`src/rtl/seq_detect_moore_nol.sv`:
```
// Moore serial pattern detector, non-overlapping: y is high for one cycle after
// each complete PATTERN (MSB received first); matching restarts after a detection.
module seq_detect_moore_nol #(
  parameter int unsigned     LEN     = 4,
  parameter logic [LEN-1:0]  PATTERN = 4'b1001
) (
  input  logic clk,
  input  logic rst,
  input  logic x,
  output logic y
);

  localparam int unsigned CW   = $clog2(LEN + 1);
  localparam int unsigned ROWS = 2 ** CW;

  typedef enum logic {ST_MATCH, ST_DETECT} phase_t;

  phase_t          phase, phase_n;
  logic [CW-1:0]   cnt, cnt_n;
  logic [CW-1:0]   idx, nk;
  logic [CW-1:0]   nxt_tbl [ROWS][2];

  // Longest pattern prefix that is a suffix of (first k pattern bits, then b).
  function automatic int unsigned next_match(input int unsigned k, input logic b);
    logic [16:0] s;
    logic        ok;
    int unsigned n;
    int unsigned best;
    s    = '0;
    best = 0;
    if (k < LEN) begin
      for (int unsigned i = 0; i < k; i++) s[i] = PATTERN[LEN-1-i];
      s[k] = b;
      n    = k + 1;
      for (int unsigned j = 1; j <= n; j++) begin
        ok = 1'b1;
        for (int unsigned i = 0; i < j; i++)
          if (PATTERN[LEN-1-i] != s[n-j+i]) ok = 1'b0;
        if (ok) best = j;
      end
    end
    return best;
  endfunction

  // Rows at or beyond LEN are unreachable match counts; they all map to S0.
  for (genvar k = 0; k < ROWS; k++) begin : g_row
    for (genvar b = 0; b < 2; b++) begin : g_bit
      localparam int unsigned NX = next_match(k, b == 1);
      assign nxt_tbl[k][b] = CW'(NX);
    end
  end

  // DETECT behaves exactly like S0, so bits of a detected pattern are never reused.
  always_comb begin
    phase_n = ST_MATCH;
    cnt_n   = '0;
    idx     = (phase == ST_DETECT) ? '0 : cnt;
    nk      = nxt_tbl[idx][x];
    if (nk == CW'(LEN)) phase_n = ST_DETECT;
    else                cnt_n   = nk;
  end

  always_ff @(posedge clk) begin
    if (rst) begin
      phase <= ST_MATCH;
      cnt   <= '0;
    end else begin
      phase <= phase_n;
      cnt   <= cnt_n;
    end
  end

  assign y = (phase == ST_DETECT);

endmodule

```
`config.mk`:
```
export PLATFORM = sky130hd
export DESIGN_NAME = seq_detect_moore_nol
export DESIGN_NICKNAME = d
export VERILOG_FILES = /design/src/rtl/seq_detect_moore_nol.sv
export SDC_FILE = /design/constraint.sdc
export NUM_CORES = 1
export LEC_CHECK = 0
export CORE_AREA = 2 2 39 41
export DETAILED_ROUTE_END_ITERATION = 12
export DIE_AREA = 0 0 41 43
export SLEW_MARGIN = 20
export SYNTH_ARGS = -nofsm -noshare
export SYNTH_HDL_FRONTEND = slang
export SYNTH_SLANG_ARGS = --single-unit
```
`constraint.sdc`:
```
create_clock -name clk -period 1.1 [get_ports clk]
set_input_delay 0.22 -clock clk [delete_from_list [all_inputs] [get_ports clk]]
set_output_delay 0.22 -clock clk [all_outputs]
set_load 0.02 [all_outputs]
```
==> flow_summary_export.csv, run 1 <==
group,metric,value,unit
timing,slew_violations,0,
yosys,synth_top_area_share,44.4,%
die,dieHeight,43,um
die,rows,14,
grt,grt_max_degree,5,
drt,drt-wirelength-per-cell,6.58,um
yosys,yosysTopAreaCell,"dfxtp_1",
drt,highest_layer,"met3",
yosys,async_flop_share,0,%
placed_design,pre_cts_ws,-0.0592,ns
critical_path,r2r_slack,0.02,ns
power,power.leakage,0.000105,uW
drt,wirelength,263,um
timing,fin_ws,0.0190,ns
yosys,ys_types,10,
critical_path,slowest_delay,0.33,ns
grt,grt_usage,4.82,%
timing,rsz0062_at_grt,"true",
placed_design,gp_congestion,0.661,
yosys,synth-edff-count,0,
yosys,synth_commonest_cells,"4 x dfxtp_1, 3 x nor2b_1, 2 x ha_1, 2 x nand2b_1",
clocking,clk_latency,0.23,ns
critical_path,path_cells,"buf_6, nor2b_4, ha_2, nor4b_2",
finish,antenna_cells,0,
die,io_pins,4,
drt,antenna_left,0,
clocking,cts-root-buf,"clkbuf_4",
timing,period_needed,1.08,ns
die,dieArea,1760,um2
critical_path,critPathCaptureType,"flip-flop",
yosys,synth.area.top_cells,"dfxtp_1 44%, ha_1 14%, nor2b_1 10%",
clocking,cts_htree_levels,1,
yosys,yosys_warnings,0,
drt,via_per_inst,3.23,
clocking,clock-sinks,4,
power,powerDensity,1260,nW/um2
finish,area_growth,51.4,%
grt,grt_pass1_vias,126,
grt,overflow,0,
outcome,status,"finished clean",
drt,met2WireLength,101,um
timing,finClkSkew,0.00395,ns
drt,wl_met1,131,um
critical_path,path_max_fanout,3,
clocking,numCtsBuffers,3,
yosys,synth_area,180,um2
die,coreArea,1380,um2
yosys,ys_seq_area_share,44.4,%
clocking,clk_pin_slew,0.04,ns
yosys,syn-instance-count,17,
critical_path,required,1.20,ns
grt,grt_pass1_wl,489,um
power,ir_drop,0.525,mV
yosys,syn-num-nets,22,
clocking,post_cts_buffers,0,
die,start_util,13.0,%
drt,vias,129,
grt,antenna_found_initial,0,
clocking,cts_max_path_buffers,2,
yosys,synth-seq-cells,4,
drt,route.detailed.drc,0,
yosys,avgSynthCellArea,10.6,um2
drt,wl_met3,30,um
timing,period_share,98.3,%
yosys,synth.most_common_cell,"dfxtp_1",
timing,finalSetupViolCount,0,
critical_path,slowest_stage,"dfxtp_2",
critical_path,arrival,1.18,ns
clocking,cts_tree,"built",
critical_path,path_class,"flip-flop to flip-flop",
timing,max_freq,925,MHz
critical_path,cp-start-kind,"flip-flop",
placed_design,portBuffers,3,
drt,drt_first_pass_iters,2,
finish,nets,31,
die,die_w,41,um
yosys,ys.flop_type,"dfxtp_1",
run,maxCapViolCount,0,
timing,hold_viol_final,0,
min_path,hold_class,"flip-flop to flip-flop",
finish,final_layout_size_suffix_gt1_share,45.8,%
timing,hold_ws,0.612,ns
drt,drtIter0Drc,1,
[timing repair]
item,4_1_cts,5_1_grt
setup endpoints to repair,3,3
hold buffers,0,0
resized for setup,3,5
[cell type report]
cell class / count / area, um2
Inverter: 1 / 3.75
Tap cell: 16 / 20.0
Multi-Input combinational cell: 12 / 109
Timing Repair Buffer: 4 / 36.3
Sequential cell: 4 / 81.3
Clock buffer: 3 / 22.5
Fill cell: 148 / 1110
[critical path: cells and delay by family (launching register included)]
family,cells,cell delay [ns]
adders and majority gates,1,0.26
buffers and inverters,1,0.12
DFF,1,0.33
and+or+nand+nor,2,0.25
[flip-flops by register name (all words and copies together) (netlist names)]
signal,flops
cnt,3
y,1
[routing by layer]
metal  vias to the layer above  track usage [%]
met5                         -                0
met4                         0             2.00
met3                         0             6.28
met2                         4             4.38
met1                        56             6.13
li1                         69                -
[cells by family (layout without fill, tap and decap cells)]
group,after synthesis,count (layout),synth area share (%)
AO/OA/AOI/OAI,1,1,6.94
adder cells (fa/ha/maj),2,2,13.9
buffers and inverters,1,8,2.08
flip-flops,4,4,44.4
other,1,1,2.08
AND/OR/NAND/NOR,8,8,30.5
[cells in the final DEF, fill, tap and decap left out]
cell type / count
buf_6: 1
dfxtp_2: 1
nor3_1: 1
nor2b_2: 1
clkbuf_2: 1
inv_1: 1
dfxtp_1: 3
ha_2: 1
nand2_1: 1
nor2b_4: 1
a211oi_2: 1
conb_1: 1
nand2b_1: 2
ha_1: 1
nor2b_1: 1
clkbuf_4: 3
clkdlybuf4s50_1: 2
nor4b_2: 1
[path summary, 6_finish.rpt]
| kind | from | endpoint | cells past startpoint |
|---|---|---|---|
| max | y$_SDFF_PP0_ | cnt[1]$_SDFF_PP0_ | 4 |
| min reg2reg | cnt[2]$_SDFF_PP0_ | cnt[0]$_SDFF_PP0_ | 2 |
| min | cnt[2]$_SDFF_PP0_ | cnt[0]$_SDFF_PP0_ | 2 |
| max reg2reg | y$_SDFF_PP0_ | cnt[1]$_SDFF_PP0_ | 4 |
[power breakdown]
part / internal, uW / total, uW / switching (uW) / leakage [uW]
clock network: 121 / 171 / 49.3 / 0.0000138
logic: 12.9 / 23.2 / 10.2 / 0.0000577
registers: 150 / 150 / 0.586 / 0.0000333
total: 284 / 344 / 60.1 / 0.000105
[stage by stage]
stage | cells | util [%] | cell area (um2) | total power [uW] | setup TNS, ns
final | 40 | 19.7 | 273 | 344 | 0
after global routing | 40 | 19.7 | 273 | 368 | -0.0305
after CTS | 40 | 19.1 | 264 | 353 | 0
after detailed placement | 37 | 17.3 | 239 | 175 | -0.114
after global placement | 37 | 17.3 | 239 | 175 | -0.107
after floorplan | 17 | - | 181 | 163 | 0
No activity file was read; power rests on OpenSTA's default activity.
==> inputs of run 2 (changes only) <==
Clock period 1.1 ns to 1 ns, I/O delays scaled along.
==> run 2 against run 1 <==
Net effect:
- the run now ends with negative setup slack left
- count of clock-buffer cells in the layout increased by 1
- final cell count increased by 2.5%
- clock skew increased by 0.00065 ns
- worst hold slack got worse by 0.0077 ns
- clock power increased by 30%
- largest cell class unchanged
- final area increased by 11%
- fmax increased by 0.59%
- die area unchanged
==> flow_summary_export.csv, run 2 (synthesized netlist as in run 1, its figures left out) <==
group,metric,value,unit
grt,grt_usage,5.12,%
die,start_util,13.0,%
power,p_clk_share,53.5,%
timing,period_needed,1.07,ns
power,power.leakage,0.000108,uW
critical_path,cp-start-kind,"flip-flop",
finish,layout_common_cells,"3 x clkbuf_4, 3 x dfxtp_1, 2 x nor2b_4, 2 x clkdlybuf4s50_1",
clocking,cts_max_path_buffers,2,
drt,via_per_inst,3.17,
critical_path,cp-startpoint,"y$_SDFF_PP0_",
timing,hold_viol_final,0,
finish,largest_reg_flops,3,
clocking,numCtsBuffers,3,
timing,max_freq,931,MHz
clocking,cts_tree,"built",
drt,drt_first_pass_iters,4,
clocking,clk_pin_slew,0.04,ns
critical_path,required,1.16,ns
clocking,cts_hold_buffers,0,
drt,drt-wirelength-per-cell,7.37,um
power,powerDensity,1370,nW/um2
die,dieHeight,43,um
clocking,cts-root-buf,"clkbuf_4",
die,coreArea,1380,um2
critical_path,path_class,"flip-flop to flip-flop",
power,power.switching,86.0,uW
timing,fin_ws,-0.0746,ns
placed_design,gp_congestion,0.737,
outcome,violations,"negative setup slack",
clocking,clk_latency,0.24,ns
finish,fill_cells,152,
finish,regMostFlops,"cnt",
critical_path,r2r-end,"cnt[0]$_SDFF_PP0_",
outcome,status,"finished with violations",
critical_path,r2r_slack,-0.07,ns
placed_design,pre_cts_ws,-0.153,ns
power,power_frac_seq,39.2,%
grt,overflow,0,
clocking,cts_htree_levels,1,
finish,nets,31,
critical_path,critPathCaptureType,"flip-flop",
power,swShare,20.7,%
timing,finClkSkew,0.00459,ns
finish,fin_area,304,um2
run,maxCapViolCount,0,
timing,rsz0062_at_grt,"true",
critical_path,slowest_stage,"dfxtp_4",
grt,grt_max_degree,5,
grt,grt_pass1_wl,531,um
drt,vias,130,
drt,route.detailed.drc,0,
power,internal_power,329,uW
grt,antenna_found_initial,0,
power,ir_drop,0.347,mV
timing,finalSetupViolCount,3,
drt,drtIter0Drc,5,
finish,antenna_cells,0,
critical_path,arrival,1.23,ns
finish,area_growth,68.8,%
critical_path,worstReg2RegStart,"y$_SDFF_PP0_",
die,die_w,41,um
critical_path,worstSetupEndpoint,"cnt[0]$_SDFF_PP0_",
power,p_total,415,uW
drt,antenna_left,0,
placed_design,portBuffers,3,
clocking,clock-sinks,4,
critical_path,slowest_delay,0.33,ns
finish,final_layout_size_suffix_gt1_share,52.0,%
die,rows,14,
power,pwr-share-comb,7.3,%
timing,period_share,107,%
timing,slew_violations,0,
die,io_pins,4,
min_path,hold_class,"input pin to flip-flop",
grt,grt_pass1_vias,143,
critical_path,path_cells,"buf_6, nor2b_4, ha_2, nand2b_1, a211oi_2",
placed_design,dp_hpwl,220,um
drt,wirelength,302,um
clocking,post_cts_buffers,0,
die,dieArea,1760,um2
critical_path,reg2reg_depth,5,
critical_path,path_max_fanout,3,
placed_design,place_area,246,um2
run 2: final cells by class:
cell class | instances | area, um2 | share of cell area [%]
multi-input combinational | 12 | 134 | 44.0
sequential | 4 | 83.8 | 27.6
timing repair buffer | 4 | 36.3 | 11.9
clock buffer | 4 | 26.3 | 8.64
tap | 16 | 20.0 | 6.58
inverter | 1 | 3.75 | 1.23
run 2: routing by layer:
layer,up-vias,global-route usage [%],part of all wire [%]
li1,70,-,-
met1,57,4.81,38
met2,3,6.56,57
met3,0,3.14,5.0
met4,0,6.00,0
met5,-,0,0
run 2: how the worst min path moves through the flow:
stage | startpoint | to | depth (start not counted)
2_1_floorplan | rst | y$_SDFF_PP0_ | 1
3_3_place_gp | cnt[2]$_SDFF_PP0_ | cnt[0]$_SDFF_PP0_ | 2
3_5_place_dp | cnt[2]$_SDFF_PP0_ | cnt[0]$_SDFF_PP0_ | 2
4_1_cts | rst | cnt[0]$_SDFF_PP0_ | 2
5_1_grt | rst | cnt[0]$_SDFF_PP0_ | 2
6_report | rst | cnt[0]$_SDFF_PP0_ | 2
run 2: worst max-delay path, delay by kind of cell (launching register included):
kind | cells | cell delay, ns
AOI/OAI and AO/OA | 1 | 0.17
adders and majority gates | 1 | 0.17
buffers and inverters | 1 | 0.12
DFF | 1 | 0.33
and+or+nand+nor | 2 | 0.19
run 2: stage by stage:
stage	setup TNS, ns	hold WS (ns)	cells	utilization (%)
2_1_floorplan	0	0.267	17	-
3_3_place_gp	-0.400	0.626	37	17.8
3_5_place_dp	-0.431	0.625	37	17.8
4_1_cts	-0.284	0.595	41	22.3
5_1_grt	-0.358	0.604	41	22.0
6_report	-0.153	0.604	41	22.0
run 2: what timing repair did:
item,CTS,global route
gates resized for setup,9,1
pin swaps,1,0
setup endpoints to repair,4,4
run 2: power by group through the flow:
stage / registers (uW) / clock network (uW) / logic, uW
floorplan: 165 / 0 / 11.9
global placement: 165 / 0 / 24.6
detailed placement: 165 / 0 / 24.9
CTS: 163 / 236 / 30.6
global route: 163 / 252 / 33.6
finish: 163 / 222 / 30.2
==> inputs of run 3 (changes only) <==
Settings changed: DONT_BUFFER_PORTS set to 1, GPL_TIMING_DRIVEN set to 0.
==> run 3 against run 2 <==
Net effect:
- the run still ends with negative setup slack left
- count of clock-buffer cells in the layout stayed put
- combinational power is 23% lower
- sequential share of layout area is 1.2 points higher
- highest routed layer is now met4
==> flow_summary_export.csv, run 3 (synthesized netlist as in run 1, its figures left out) <==
group,metric,value,unit
grt,overflow,0,
die,die_w,41,um
timing,slew_violations,0,
timing,rsz0062_at_grt,"true",
outcome,status,"finished with violations",
critical_path,path_cells,"nor2b_4, ha_4, nand2b_4, a211oi_2",
die,rows,14,
timing,max_freq,939,MHz
drt,route.detailed.drc,0,
timing,hold_ws,0.0215,ns
drt,drtIter0Drc,2,
critical_path,worstReg2RegStart,"y$_SDFF_PP0_",
clocking,cts-root-buf,"clkbuf_4",
placed_design,dp_cells,33,
drt,drt-wirelength-per-cell,9.89,um
finish,fin_area,292,um2
finish,layout.cells.non_filler,37,
die,dieHeight,43,um
drt,vias,127,
drt,wirelength,366,um
timing,period_share,107,%
critical_path,reg2reg_depth,4,
finish,final_layout_size_suffix_gt1_share,61.9,%
die,start_util,13.0,%
finish,layout_common_cells,"3 x clkbuf_4, 3 x dfxtp_1, 2 x nor2b_4, 2 x ha_4",
grt,grt_pass1_wl,545,um
min_path,hold_start,"rst",
critical_path,r2r_slack,-0.07,ns
finish,nets,27,
drt,drt_first_pass_iters,2,
finish,final_core_util,21.1,%
clocking,clk_pin_slew,0.04,ns
min_path,hold_class,"input pin to flip-flop",
critical_path,r2r-end,"cnt[0]$_SDFF_PP0_",
critical_path,critPathCaptureType,"flip-flop",
critical_path,crit_family,"flip-flops",
timing,finClkSkew,0.00531,ns
finish,area_growth,61.8,%
timing,hold_viol_final,0,
drt,antenna_left,0,
timing,fin_ws,-0.0652,ns
placed_design,place_area,209,um2
clocking,clock-sinks,4,
grt,grt_max_degree,5,
critical_path,cp-startpoint,"y$_SDFF_PP0_",
run,maxCapViolCount,0,
grt,grt_pass1_vias,137,
clocking,cts_max_path_buffers,2,
critical_path,worstSetupEndpoint,"cnt[0]$_SDFF_PP0_",
power,ir_drop,0.666,mV
critical_path,arrival,1.21,ns
placed_design,portBuffers,0,
die,io_pins,4,
critical_path,crit_buf_inv,0,
timing,finalSetupViolCount,2,
clocking,clk_latency,0.24,ns
clocking,numCtsBuffers,3,
finish,regMostFlops,"cnt",
finish,largest_reg_flops,3,
drt,via_per_inst,3.43,
die,coreArea,1380,um2
outcome,violations,"negative setup slack",
min_path,worstHoldPathCells,1,
die,dieArea,1760,um2
critical_path,worst-path-stages,4,
clocking,cts_tree,"built",
critical_path,path_class,"flip-flop to flip-flop",
grt,antenna_found_initial,0,
power,power.leakage,0.0000956,uW
clocking,cts_htree_levels,1,
placed_design,dp_hpwl,216,um
clocking,post_cts_buffers,0,
timing,period_needed,1.07,ns
placed_design,pre_cts_ws,-0.0735,ns
critical_path,path_max_fanout,4,
critical_path,slowest_delay,0.41,ns
critical_path,slowest_stage,"dfxtp_4",
power,powerDensity,1390,nW/um2
critical_path,required,1.15,ns
placed_design,gp_congestion,0.684,
finish,antenna_cells,0,
critical_path,cp-start-kind,"flip-flop",
grt,grt_usage,5.82,%
[run 3: worst register-to-register path, cell delays in order (launching register included)]
cell,delay (ns)
dfxtp_4,0.41
nor2b_4,0.07
ha_4,0.16
nand2b_4,0.13
a211oi_2,0.21
[run 3: power breakdown]
| part | switching [uW] | total (uW) | internal, uW | leakage (uW) |
|---|---|---|---|---|
| clock network | 69.0 | 219 | 150 | 0.0000150 |
| logic | 10.4 | 23.3 | 12.9 | 0.0000470 |
| registers | 0.896 | 163 | 162 | 0.0000336 |
| total | 80.3 | 405 | 325 | 0.0000956 |
[run 3: timing repair]
item,CTS,global route
endpoints found under the setup margin,3,3
resized for setup,4,6
gates cloned,0,0
hold buffers,0,0
hold endpoints to repair,0,0
pin swaps,0,1
[run 3: cell type report]
type                            count  area (um2)
Clock buffer                        4        26.3
Fill cell                         146        1090
Inverter                            1        3.75
Multi-Input combinational cell     12         158
Sequential cell                     4        83.8
Tap cell                           16        20.0
[run 3: how the worst min path moves through the flow]
stage / endpoint / slack (ns)
floorplan: y$_SDFF_PP0_ / 0.27
CTS: y$_SDFF_PP0_ / 0.03
finish: y$_SDFF_PP0_ / 0.02
global route: y$_SDFF_PP0_ / 0.006
global placement: cnt[1]$_SDFF_PP0_ / 0.28
detailed placement: cnt[1]$_SDFF_PP0_ / 0.28
[run 3: per-layer routing]
layer	GRT usage, %	routed length, um	up-vias
li1	-	-	65
met3	7.85	13	2
met2	6.56	206	1
met4	6.00	6	0
met1	4.18	139	59
met5	0	0	-
[run 3: stage by stage]
| step | power (uW) | setup TNS, ns |
|---|---|---|
| 2_1_floorplan | 177 | 0 |
| 3_3_place_gp | 178 | -0.0750 |
| 3_5_place_dp | 179 | -0.0927 |
| 4_1_cts | 411 | -0.0840 |
| 5_1_grt | 435 | -0.161 |
| 6_report | 405 | -0.0859 |
